**config.mk**
```make
export PLATFORM = sky130hd
export DESIGN_NAME = pipe_hazard_ctrl
export DESIGN_NICKNAME = d
export VERILOG_FILES = /design/src/rtl/pipe_hazard_ctrl.sv
export SDC_FILE = /design/constraint.sdc
export NUM_CORES = 1
export LEC_CHECK = 0
export BUFFER_PORTS_ARGS = -buffer_cell sky130_fd_sc_hd__buf_2
export CAP_MARGIN = 40
export CORE_MARGIN = 3
export CORE_UTILIZATION = 40
export CTS_BUF_LIST = sky130_fd_sc_hd__clkbuf_4
export DETAILED_ROUTE_END_ITERATION = 16
export GPL_ROUTABILITY_DRIVEN = 0
export GPL_TIMING_DRIVEN = 0
export SKIP_CTS_REPAIR_TIMING = 1
export SLEW_MARGIN = 20
export SYNTH_ARGS = -nofsm -noshare
export SYNTH_HDL_FRONTEND = slang
export SYNTH_SLANG_ARGS = --single-unit
```
**constraint.sdc**
```tcl
create_clock -name clk -period 2.32 [get_ports clk]
set_clock_uncertainty 0.1 [all_clocks]
set_input_delay 0.464 -clock clk [delete_from_list [all_inputs] [get_ports clk]]
set_output_delay 0.464 -clock clk [all_outputs]
set_load 0.02 [all_outputs]
```
**src/rtl/pipe_hazard_ctrl.sv**
```systemverilog
// pipe_hazard_ctrl
//   Central stall/flush sequencer for the 5-stage RV32 pipeline. It detects
//   load-use hazards between ID and EX, freezes the pipe while data memory is
//   busy, and squashes wrong-path instructions after an EX-stage redirect.
//   Every control output is combinational from the registered state and the
//   current inputs, so a control acts in the same cycle as its condition.
//   Where a flush/bubble and a stall of the same register are both asserted,
//   the pipeline register gives the flush/bubble priority.
//
// Ports
//   clk, rst                  clock, asynchronous active-low reset
//   id_rs1addr, id_rs2addr    ID source registers
//   id_use_rs1, id_use_rs2    ID instruction reads rs1 / rs2
//   ex_rdaddr, ex_regwr       EX destination register / writes register file
//   ex_isload                 EX instruction is a load
//   ex_redirect               taken branch or jump resolved in EX
//   mem_req, mem_ready        MEM stage access pending / completes this cycle
//   pc_stall                  hold PC
//   ifid_stall, ifid_flush    hold IF/ID, load NOP into IF/ID
//   idex_stall, idex_bubble   hold ID/EX, load NOP into ID/EX
//   exmem_stall               hold EX/MEM
//   ctrl_state                current state (RUN=0, LDUSE=1, MEMWAIT=2, FLUSH=3)
//   mem_timeout               sticky: memory wait reached MEM_TIMEOUT cycles
//   stall_cnt                 saturating count of cycles with pc_stall=1
module pipe_hazard_ctrl #(
    parameter int FLUSH_EXTRA = 1,
    parameter int MEM_TIMEOUT = 64,
    parameter int CNT_W       = 16
) (
    input  logic             clk,
    input  logic             rst,
    input  logic [4:0]       id_rs1addr,
    input  logic [4:0]       id_rs2addr,
    input  logic             id_use_rs1,
    input  logic             id_use_rs2,
    input  logic [4:0]       ex_rdaddr,
    input  logic             ex_regwr,
    input  logic             ex_isload,
    input  logic             ex_redirect,
    input  logic             mem_req,
    input  logic             mem_ready,
    output logic             pc_stall,
    output logic             ifid_stall,
    output logic             ifid_flush,
    output logic             idex_stall,
    output logic             idex_bubble,
    output logic             exmem_stall,
    output logic [1:0]       ctrl_state,
    output logic             mem_timeout,
    output logic [CNT_W-1:0] stall_cnt
);

    typedef enum logic [1:0] {
        RUN     = 2'd0,
        LDUSE   = 2'd1,
        MEMWAIT = 2'd2,
        FLUSH   = 2'd3
    } state_t;

    state_t     state, state_nx;
    logic [2:0] flush_cnt, flush_nx;
    logic [7:0] wait_cnt;
    logic       lu_haz;
    logic       mw;

    assign lu_haz = ex_isload && ex_regwr && (ex_rdaddr != 5'd0) &&
                    ((id_use_rs1 && (id_rs1addr == ex_rdaddr)) ||
                     (id_use_rs2 && (id_rs2addr == ex_rdaddr)));
    assign mw     = mem_req && !mem_ready;

    assign ctrl_state = state;

    always_comb begin
        pc_stall    = 1'b0;
        ifid_stall  = 1'b0;
        ifid_flush  = 1'b0;
        idex_stall  = 1'b0;
        idex_bubble = 1'b0;
        exmem_stall = 1'b0;
        state_nx    = state;
        flush_nx    = flush_cnt;

        case (state)
            FLUSH: begin
                ifid_flush  = 1'b1;
                idex_bubble = 1'b1;
                if (mw) begin
                    // Memory busy: keep squashing but freeze the countdown.
                    pc_stall    = 1'b1;
                    ifid_stall  = 1'b1;
                    idex_stall  = 1'b1;
                    exmem_stall = 1'b1;
                end else if (ex_redirect) begin
                    flush_nx = 3'(FLUSH_EXTRA);
                end else begin
                    flush_nx = flush_cnt - 3'd1;
                    if (flush_cnt == 3'd1) begin
                        state_nx = RUN;
                    end
                end
            end
            default: begin
                // RUN, LDUSE and the ready cycle of MEMWAIT share the RUN
                // priority; in MEMWAIT mw=0 here exactly on the ready cycle.
                // LDUSE ignores lu_haz so each load-use pair costs one bubble.
                if (mw) begin
                    pc_stall    = 1'b1;
                    ifid_stall  = 1'b1;
                    idex_stall  = 1'b1;
                    exmem_stall = 1'b1;
                    state_nx    = MEMWAIT;
                end else if (ex_redirect) begin
                    ifid_flush  = 1'b1;
                    idex_bubble = 1'b1;
                    if (FLUSH_EXTRA > 0) begin
                        state_nx = FLUSH;
                        flush_nx = 3'(FLUSH_EXTRA);
                    end else begin
                        state_nx = RUN;
                    end
                end else if (lu_haz && (state != LDUSE)) begin
                    pc_stall    = 1'b1;
                    ifid_stall  = 1'b1;
                    idex_bubble = 1'b1;
                    state_nx    = LDUSE;
                end else begin
                    state_nx = RUN;
                end
            end
        endcase

        // Held reset keeps the front of the pipe frozen and filled with NOPs.
        if (!rst) begin
            pc_stall    = 1'b1;
            ifid_stall  = 1'b0;
            ifid_flush  = 1'b1;
            idex_stall  = 1'b0;
            idex_bubble = 1'b1;
            exmem_stall = 1'b0;
        end
    end

    always_ff @(posedge clk or negedge rst) begin
        if (!rst) begin
            state       <= RUN;
            flush_cnt   <= '0;
            wait_cnt    <= '0;
            mem_timeout <= 1'b0;
            stall_cnt   <= '0;
        end else begin
            state     <= state_nx;
            flush_cnt <= flush_nx;

            // wait_cnt counts MEMWAIT cycles after the entry cycle, so the
            // flag rises after MEM_TIMEOUT consecutive wait cycles in total.
            if ((state == MEMWAIT) && mw) begin
                if (wait_cnt != 8'(MEM_TIMEOUT - 1)) begin
                    wait_cnt <= wait_cnt + 8'd1;
                end
                if (wait_cnt == 8'(MEM_TIMEOUT - 2)) begin
                    mem_timeout <= 1'b1;
                end
            end else begin
                wait_cnt <= '0;
            end

            if (pc_stall && (stall_cnt != '1)) begin
                stall_cnt <= stall_cnt + 1'b1;
            end
        end
    end

endmodule

```
Yosys cells after proc, flatten, opt, wreduce, memory -nomap -nowiden
Index checks and enable logic that the tools add are counted.
{"block": "classes", "bitwise_logic": 1, "addsub": 3, "n_reduce_logical": 16, "eq_ne": 13, "mux": 30}
{"operator": "$mux 1", "count": 17}
{"operator": "$add 16x1->16 const B", "count": 1}
{"operator": "$mux 8", "count": 2}
{"operator": "$ne 16x16->1 const B", "count": 1}
{"operator": "$mux 3", "count": 5}
{"operator": "$mux 2", "count": 6}
{"operator": "$eq 5x5->1", "count": 2}
{"operator": "$logic_and 1x1->1", "count": 9}
{"operator": "$add 8x1->8 const B", "count": 1}
{"operator": "$eq 8x6->1 const B", "count": 1}
{"operator": "$ne 8x6->1 const B", "count": 1}
{"operator": "$ne 2x2->1 const B", "count": 3}
{"operator": "$reduce_bool 5->1", "count": 1}
{"operator": "$eq 2x2->1 const B", "count": 2}
{"operator": "$ne 2x1->1 const B", "count": 2}
{"operator": "$reduce_and 2->1", "count": 2}
{"operator": "$eq 3x1->1 const B", "count": 1}
{"operator": "$reduce_and 3->1", "count": 1}
{"operator": "$sub 3x1->3 const B", "count": 1}
{"operator": "$reduce_bool 2->1", "count": 1}
{"operator": "$logic_not 1->1", "count": 1}
{"operator": "$logic_or 1x1->1", "count": 1}
{"operator": "$not 1->1", "count": 1}
{"block": "totals", "wordCells": 68, "out_inout_bits": 25, "regBits": 30, "inputBits": 24}

Depth between registers and ports, before layout
Gate-level depths: netlist of the first run.
{"block": "depth", "word_depth": 11, "depth_mapped": 8, "mapped_depth_nobuf": 6}

Worst setup path before layout of the first run
Ideal clock, no wire load.
{"block": "synth_timing", "path_type": "flip-flop to output port", "from": "register state[0] (netlist: ctrl_state[0])", "to": "output port ifid_stall", "path_stages_with_launch": 6, "required_ns": 1.756, "n_path_buf": 0, "path_slack_ns": 0.156, "t_arrival_ns": 1.600, "cell_sequence": "dfrtp_1 > inv_1 > o211ai_1 > a21oi_1 > nand3_1 > a21boi_0"}
{"block": "synth_via", "elab_chain_cells": 7, "word_cells_on_any_way": 8, "cone_classes": "eq/ne (2); mux (5); reduce/logical (1)"}
{"element": "start: declaration", "line": "60", "source": "state_t state, state_nx;"}
{"element": "start signal: assignment", "line": "151", "source": "state <= state_nx;"}
{"element": "$ne 2x1->1", "line": "121", "source": "end else if (lu_haz && (state != LDUSE)) begin"}
{"element": "$logic_and 1x1->1", "line": "121"}
{"element": "$mux 1", "line": "121"}
{"element": "$mux 1", "line": "112", "source": "end else if (ex_redirect) begin"}
{"element": "$mux 1", "line": "106", "source": "if (mw) begin"}
{"element": "$mux 1 (*)", "line": "83", "source": "case (state)"}
{"element": "$mux 1 (*)", "line": "133", "source": "if (!rst) begin"}
{"element": "end: declaration", "line": "43", "source": "output logic ifid_stall,"}
Mark *: on every way between the ends. The rest lies on a longest branch, timed or not.

Worst setup path after layout of the first run
{"block": "layout_timing", "from": "input port ex_rdaddr[1]", "to": "output port pc_stall"}
{"block": "layout_via", "elab_chain_cells": 10, "word_cells_on_any_way": 14, "cone_classes": "eq/ne (2); mux (5); reduce/logical (7)"}
{"element": "start: declaration", "line": "36", "source": "input logic [4:0] ex_rdaddr,"}
{"element": "$eq 5x5->1, on equally long branches", "line": "67, 68"}
{"element": "$logic_and 1x1->1, on equally long branches", "line": "67, 68"}
{"element": "$logic_or 1x1->1", "line": "67", "source": "((id_use_rs1 && (id_rs1addr == ex_rdaddr)) ||"}
{"element": "$logic_and 1x1->1 (*)", "line": "66", "source": "assign lu_haz = ex_isload && ex_regwr && (ex_rdaddr != 5'd0) &&"}
{"element": "$logic_and 1x1->1 (*)", "line": "121"}
{"element": "$mux 1 (*)", "line": "121"}
{"element": "$mux 1 (*)", "line": "112"}
{"element": "$mux 1 (*)", "line": "106"}
{"element": "$mux 1 (*)", "line": "83"}
{"element": "$mux 1 (*)", "line": "133"}
{"element": "end: declaration", "line": "42", "source": "output logic pc_stall,"}
Marks and branches as above.

==> results_dict.tcl, run 1 <==
set metrics [dict create \
    p_leak_nw 1.03 \
    nFillCells 375 \
    floorplan.initialDensity 0.433 \
    floorplan.die_area_mm2 0.00536 \
    synth_common_cells "dfrtp_1 (30), nand2_1 (19), xor2_1 (19)" \
    ys_async_sr_fraction 1.00 \
    synth_cells 181 \
    critical_path_arrival_ns 1.67 \
    number_of_vias_per_cell 5.10 \
    routed_wire_length_per_instance_um 13.2 \
    dpl.cell_count 278 \
    max_slew.worst_pin.slew_ns 0.765 \
    numClockSinks 30 \
    crit_path_start_kind "primary input" \
    stdcell_count 299 \
    grt_pass1_wl_um 6250 \
    finalNetCount 277 \
    multiInputGateArea_mm2 0.00100 \
    tritoncts "built" \
    crit_path_end_kind "output port" \
    grt_use_total 0.148 \
    hold_path_class "primary input to async pin" \
    timing.critical_path.required_ns 1.76 \
    worst-setup-path-type "primary input to output port" \
    design.core.area_mm2 0.00417 \
    yosys.area.top_type_share 0.415 \
    hold_viol 0 \
    hpwlAfterDp_um 2700 \
    peakVddDrop_mv 0.331 \
    power.density_mw_per_mm2 788 \
    rows 23 \
    grt_max_degree 36 \
    post_synth.cell_area_avg_um2 9.99 \
    clk_transition_reported_paths_ns 0.10 \
    synth_seq_cells 30 \
    drt.antenna.violating_nets 0 \
    outcome "completed" \
    die-height_um 73.2 \
    antennaDiodeCount 0 \
    post_route_cells_drive_above_1_share 0.369 \
    cts-htree-levels 2 \
    clock.fmax_mhz 449 \
    synth_enable_flop_cells 0 \
    ys_seq_area_frac 0.415 \
    synth_cell_types 39 \
    dr.first_iter.drc_count 56 \
    drv_cap 0 \
    placement.io_buffers 47 \
    clockBufferDepth 2 \
    worst_slew_margin_rel 0.488 \
    synth-main-ff-cell "dfrtp_1" \
    yosys_warnings 0 \
    num_io_pins 49 \
    overflow 0 \
    maxSlewViolCount 0 \
    wl_um 3960 \
    post-route-period-util 0.961 \
    cts_buffers 5 \
    seq_area_um2 752 \
    synthesis.area_mm2 0.00181 \
    synthTopCellsByArea "dfrtp_1 (42%), xor2_1 (9.2%), nor3_2 (5.5%), xnor2_1 (5.3%), nand2_1 (3.9%)" \
    grt_antenna_before_repair 0 \
    clock_tree.root_cell "clkbuf_4" \
    synth_nets 210 \
    die_width_um 73.2 \
    setup_total_negative_slack_ns 0 \
    path_max_fanout 5 \
    timing.final.setup_violations 0 \
    route.detailed.drc 0 \
    clk_latency_ns 0.33 \
    vias 1525 \
    grt_pass1_vias 1385 \
    largest_area_contributor_in_the_synthesized_netlist "dfrtp_1" \
    dominant_cell_by_count_in_the_synthesized_netlist "dfrtp_1" \
    firstDrtPassIters 4 \
    minimum_clock_period_after_layout_ns 2.23 \
    layout-area-overhead-vs-synth_pct 27.4 \
]
area by class of cell:
cell class,count,area share
plain buffers,6,0.0244
clock buffers,6,0.0196
clock inverters,2,0.00380
inverters,5,0.00815
multi-input cells,140,0.435
flip-flops and latches,30,0.326
well taps,50,0.0272
repair buffers,60,0.156
path summary, 6_finish.rpt:
kind,startpoint,endpoint,slack (ns),cells past startpoint
setup / recovery,ex_rdaddr[1],pc_stall,0.09,8
hold / removal,rst,stall_cnt[1],0.37,2
setup reg to reg,stall_cnt[5],stall_cnt[11],0.34,8
hold reg to reg,mem_timeout,mem_timeout,0.38,1
max in group asynchronous,rst,wait_cnt[7],0.86,3
min in group clk,mem_timeout,mem_timeout,0.38,1
layer usage:
| metal | part of all wire | track usage |
|---|---|---|
| met4 | 0.014 | 0.0492 |
| met1 | 0.47 | 0.191 |
| met3 | 0.043 | 0.0386 |
| met2 | 0.48 | 0.241 |
| met5 | 0 | 0 |
per-stage QoR:
stage / total power, mW / setup slack [ns] / instance area, um2 / hold WS, ns / util
final: 1.82 / 0.0905 / 2300 / 0.368 / 0.552
after global routing: 1.94 / -0.0198 / 2300 / 0.357 / 0.552
after CTS: 1.79 / -0.389 / 2160 / 0.107 / 0.518
after detailed placement: 1.48 / -0.403 / 2110 / 0.361 / 0.505
after global placement: 1.47 / -0.409 / 2110 / 0.357 / 0.505
after floorplan: 1.24 / 0.156 / 1810 / 0.0684 / -
kinds of logic after synthesis:
kind of cell,synth area share
simple gates,0.268
xor+xnor,0.145
flops,0.415
compound gates,0.0914
buf+inv,0.0374
fa+ha+maj,0.0346
mux,0.00830
flip-flops by register name, summed over array words and instances (netlist names):
| register | flops |
|---|---|
| stall_cnt | 16 |
| wait_cnt | 8 |
| flush_cnt | 3 |
| ctrl_state | 2 |
| mem_timeout | 1 |
critical path, cell delays in order:
cell and delay, ns:
buf_2 0.12, xnor2_1 0.16, nand4_1 0.16, o22ai_4 0.27
a31oi_4 0.16, buf_8 0.16, inv_1 0.06, buf_6 0.11
cells in the final DEF (no fill, tap or decap), types with 2 or more instances in the layout:
cell           synthesis  layout
a211oi_1               3       3
a21oi_1                8       7
and4_4                 2       2
buf_2                  0      46
buf_4                  2      10
buf_6                  1       2
buf_8                  1       2
clkbuf_1               2       2
clkbuf_4               0       6
dfrtp_1               30      29
dlygate4sd3_1          0       3
ha_1                   5       5
inv_1                  5       4
nand2_1               19      19
nand3_1               11      11
nand4_1                7       7
nor2_1                13      13
nor2b_1                2       2
nor3_1                 6       6
nor3_2                10      10
nor3b_1                2       2
nor4_2                 2       2
o211ai_1               2       2
o21ai_0                2       2
xnor2_1               11      11
xor2_1                19      19
where the power goes:
| group | internal [mW] | total, mW | leakage (nW) | switching [mW] |
|---|---|---|---|---|
| sequential | 0.652 | 0.802 | 0.364 | 0.151 |
| clock | 0.125 | 0.312 | 0.0331 | 0.186 |
| combinational | 0.298 | 0.702 | 0.636 | 0.404 |
| total | 1.08 | 1.82 | 1.03 | 0.741 |
Power figures use the tool's default switching activity.
==> run 2, diff against run 1 <==
Settings changed: CTS_CLUSTER_DIAMETER from default to 120.
Clock period 2.32 ns to 2.9 ns, I/O delays scaled along.
==> results_dict.tcl, run 2 (synthesis results as in run 1) <==
set metrics [dict create \
    outcome "completed" \
    post-route-cell-area_mm2 0.00219 \
    setup_slack_of_the_critical_path_after_layout_ns 0.240 \
    clk_transition_reported_paths_ns 0.10 \
    layout-area-overhead-vs-synth_pct 21.1 \
    clockBufferDepth 2 \
    post-route-util 0.525 \
    minimum_clock_period_after_layout_ns 2.66 \
    max_slew.worst_pin.slew_ns 0.521 \
    die_width_um 73.2 \
    firstDrtPassIters 4 \
    vias 1471 \
    die-height_um 73.2 \
    p_leak_nw 0.978 \
    clock_tree.root_cell "clkbuf_4" \
    drt.antenna.violating_nets 0 \
    route.detailed.drc 0 \
    floorplan.die_area_mm2 0.00536 \
    layout.cells.most_common "buf_2" \
    placement.io_buffers 47 \
    cts_buffers 5 \
    worst_slew_margin_rel 0.650 \
    routed_wire_length_per_instance_um 12.7 \
    number_of_vias_per_cell 5.11 \
    dpl.cell_count 278 \
    finalNetCount 266 \
    critical_path_arrival_ns 1.98 \
    floorplan.initialDensity 0.433 \
    layout_common_cells "buf_2 (47), dfrtp_1 (30), nand2_1 (19), xor2_1 (19), nor2_1 (13)" \
    stdcell_count 288 \
    clk_latency_ns 0.33 \
    rows 23 \
    reg.largest.list "stall_cnt: 16 flops, wait_cnt: 8 flops, flush_cnt: 3 flops" \
    place_area_mm2 0.00211 \
    post_route_cells_drive_above_1_share 0.336 \
    grt_max_degree 36 \
    worst-setup-path-type "primary input to output port" \
    hold_path_class "primary input to async pin" \
    hpwlAfterDp_um 2700 \
    dr.first_iter.drc_count 41 \
    dp_worst_setup_slack_ns -0.0551 \
    crit_path_start_kind "primary input" \
    grt_pass1_vias 1385 \
    path_max_fanout 10 \
    antennaDiodeCount 0 \
    hold_viol 0 \
    cts-htree-levels 2 \
    timing.final.setup_violations 0 \
    timing.reg2reg.worst_path_depth 8 \
    maxSlewViolCount 0 \
    clock.fmax_mhz 376 \
    tritoncts "built" \
    crit_path_end_kind "output port" \
    overflow 0 \
    grt_pass1_wl_um 6250 \
    setup_total_negative_slack_ns 0 \
    num_io_pins 49 \
    rsz0062_at_grt "false" \
    timing.critical_path.required_ns 2.22 \
    wl_um 3650 \
    grt_antenna_before_repair 0 \
    grt_use_total 0.148 \
    peakVddDrop_mv 0.261 \
    design.core.area_mm2 0.00417 \
    drv_cap 0 \
    largest-register "stall_cnt" \
    largest_register_ff_count 16 \
    post-route-period-util 0.917 \
    numClockSinks 30 \
    power.density_mw_per_mm2 650 \
]
-- run 2: power breakdown --
part / switching [mW] / internal (mW)
Clock: 0.150 / 0.100
Sequential: 0.121 / 0.521
Combinational: 0.310 / 0.220
Total: 0.581 / 0.841
-- run 2: stage by stage --
stage          hold slack [ns]  power, mW
2_1_floorplan            0.184      0.994
3_3_place_gp             0.357       1.18
3_5_place_dp             0.361       1.18
4_1_cts                  0.223       1.43
5_1_grt                 0.0987       1.52
6_report                0.0932       1.42
-- run 2: worst paths after layout --
check	start	end	slack [ns]
worst max-delay path	ex_rdaddr[1]	pc_stall	0.24
worst min-delay path	rst	stall_cnt[0]	0.09
worst max register to register	stall_cnt[5]	stall_cnt[11]	0.92
worst min register to register	mem_timeout	mem_timeout	0.38
max in group asynchronous	rst	stall_cnt[1]	2.12
min in group clk	mem_timeout	mem_timeout	0.38
-- run 2: critical path: stages --
cell and delay (ns):
buf_2 0.12, xnor2_1 0.16, nand4_1 0.13, o22ai_2 0.32, a31oi_4 0.22, buf_4 0.24, inv_1 0.05, buf_2 0.15
-- run 2: area by class of cell --
type | instances | area [um2]
inverters | 5 | 18.8
repair buffers | 49 | 265
fillers | 396 | 1980
plain buffers | 6 | 48.8
flip-flops and latches | 30 | 751
multi-input cells | 140 | 990
clock inverters | 2 | 8.76
well taps | 50 | 62.6
clock buffers | 6 | 45.0
-- run 2: metal layers --
| metal | wire length (um) | track usage | vias to the layer above |
|---|---|---|---|
| li1 | - | - | 746 |
| met1 | 1710 | 0.191 | 692 |
| met2 | 1710 | 0.241 | 26 |
| met3 | 174 | 0.0386 | 7 |
| met4 | 52 | 0.0492 | 0 |
| met5 | 0 | 0 | - |
==> run 3, diff against run 2 <==
Settings changed: PLACE_DENSITY from default to 0.66.
Clock period 2.9 ns to 2.4 ns, I/O delays scaled along.
==> results_dict.tcl, run 3 (synthesis results as in run 1) <==
set metrics [dict create \
    outcome "finished, violations left" \
    failed_checks "negative hold slack" \
    hold_viol 2 \
    max_stage_delay_ns 0.27 \
    startpoint "ex_rdaddr[2]" \
    largest-register "stall_cnt" \
    floorplan.die_area_mm2 0.00536 \
    drv_cap 0 \
    clock.fmax_mhz 433 \
    firstDrtPassIters 4 \
    power.share.switching 0.414 \
    setup_total_negative_slack_ns 0 \
    clk_latency_ns 0.34 \
    layout_common_cells "buf_2 (46), dfrtp_1 (30), nand2_1 (19), xor2_1 (19), nor2_1 (13)" \
    worst_path_dominant_cell_family "buffers and inverters" \
    crit_path_start_kind "primary input" \
    worst_hold_slack_across_all_endpoints_ns -0.00308 \
    maxSlewViolCount 0 \
    crit_path_slowest_cell "o22ai_4" \
    worst_r2r_startpoint "stall_cnt[5]" \
    timing.final.setup_violations 0 \
    dr.first_iter.drc_count 64 \
    largest_register_ff_count 16 \
    place_area_mm2 0.00211 \
    finalNetCount 272 \
    tritoncts "built" \
    hpwlAfterDp_um 2670 \
    vias 1486 \
    layout-area-overhead-vs-synth_pct 23.9 \
    overflow 0 \
    grt_pass1_vias 1369 \
    grt_antenna_before_repair 0 \
    critical_path_arrival_ns 1.73 \
    layout.cells.most_common "buf_2" \
    drt.antenna.violating_nets 0 \
    cts_buffers 5 \
    max_slew.worst_pin.slew_ns 0.516 \
    post-route-cell-area_mm2 0.00224 \
    peakVddDrop_mv 0.342 \
    grt_use_total 0.147 \
    num_io_pins 49 \
    floorplan.initialDensity 0.433 \
    crit_path_end_kind "output port" \
    critical_path.n_buffers_inverters 4 \
    numClockSinks 30 \
    post_route_cells_drive_above_1_share 0.361 \
    clock_tree.root_cell "clkbuf_4" \
    hold_path_class "primary input to async pin" \
    grt_max_degree 36 \
    wl_um 3750 \
    routed_wire_length_per_instance_um 12.8 \
    nFillCells 364 \
    reg.largest.list "stall_cnt: 16 flops, wait_cnt: 8 flops, flush_cnt: 3 flops" \
    post-route-period-util 0.962 \
    post-route-util 0.537 \
    worst_slew_margin_rel 0.654 \
    pwr-share-comb 0.379 \
    power.internal_mw 1.01 \
    antennaDiodeCount 0 \
    sequentialPowerShare 0.448 \
    crit_chain "buf_2 -> xnor2_1 -> nand4_1 -> o22ai_4 -> a31oi_4 -> buf_8 -> inv_1 -> buf_2" \
    critPathMostFrequentCell "buf_2" \
    worst-setup-path-type "primary input to output port" \
    clk_transition_reported_paths_ns 0.11 \
    clockBufferDepth 2 \
    design.core.area_mm2 0.00417 \
    die_width_um 73.2 \
    minimum_clock_period_after_layout_ns 2.31 \
    route.detailed.drc 0 \
    number_of_vias_per_cell 5.05 \
    timing.critical_path.required_ns 1.82 \
    power.density_mw_per_mm2 773 \
    path_max_fanout 5 \
    net-switching-power_mw 0.716 \
    die-height_um 73.2 \
    placement.io_buffers 47 \
    rows 23 \
    grt_pass1_wl_um 6150 \
    p_leak_nw 1.00 \
    power.clock.fraction 0.174 \
    cts-htree-levels 2 \
]
[run 3: layout make-up]
cell class | count | area (um2) | area share
plain buffers | 6 | 56.3 | 0.0251
inverters | 5 | 18.8 | 0.00838
repair buffers | 55 | 298 | 0.133
clock buffers | 5 | 37.5 | 0.0168
well taps | 50 | 62.6 | 0.0279
clock inverters | 3 | 16.3 | 0.00726
multi-input cells | 140 | 1000 | 0.447
flip-flops and latches | 30 | 751 | 0.335
[run 3: power groups by stage]
stage / clock network [mW] / logic (mW) / registers (mW)
after floorplan: 0 / 0.301 / 0.900
after global placement: 0 / 0.634 / 0.785
after detailed placement: 0 / 0.639 / 0.788
after CTS: 0.313 / 0.643 / 0.777
after global routing: 0.334 / 0.724 / 0.803
final: 0.301 / 0.656 / 0.775
[run 3: final timing paths]
check | end | cells after the start | slack, ns
worst max-delay path | pc_stall | 8 | 0.09
worst min-delay path | stall_cnt[2] | 1 | -0.003
worst max register to register | stall_cnt[9] | 8 | 0.39
worst min register to register | stall_cnt[14] | 1 | 0.39
max in group asynchronous | wait_cnt[2] | 1 | 1.87
min in group clk | stall_cnt[14] | 1 | 0.39
[run 3: metrics by stage]
step                instances  hold slack, ns  setup WS (ns)  power (mW)
CTS                       286           0.102         -0.329        1.73
floorplan                 181          0.0844          0.216        1.20
finish                    294        -0.00308         0.0907        1.73
global route              294          0.0140        -0.0105        1.86
global placement          278           0.356         -0.330        1.42
detailed placement        278           0.365         -0.339        1.43
[run 3: per-layer routing]
layer	vias to the layer above	track usage	part of all wire
met5	-	0	0
met4	0	0.0615	0.012
li1	758	-	-
met2	28	0.236	0.48
met3	6	0.0344	0.047
met1	694	0.189	0.46
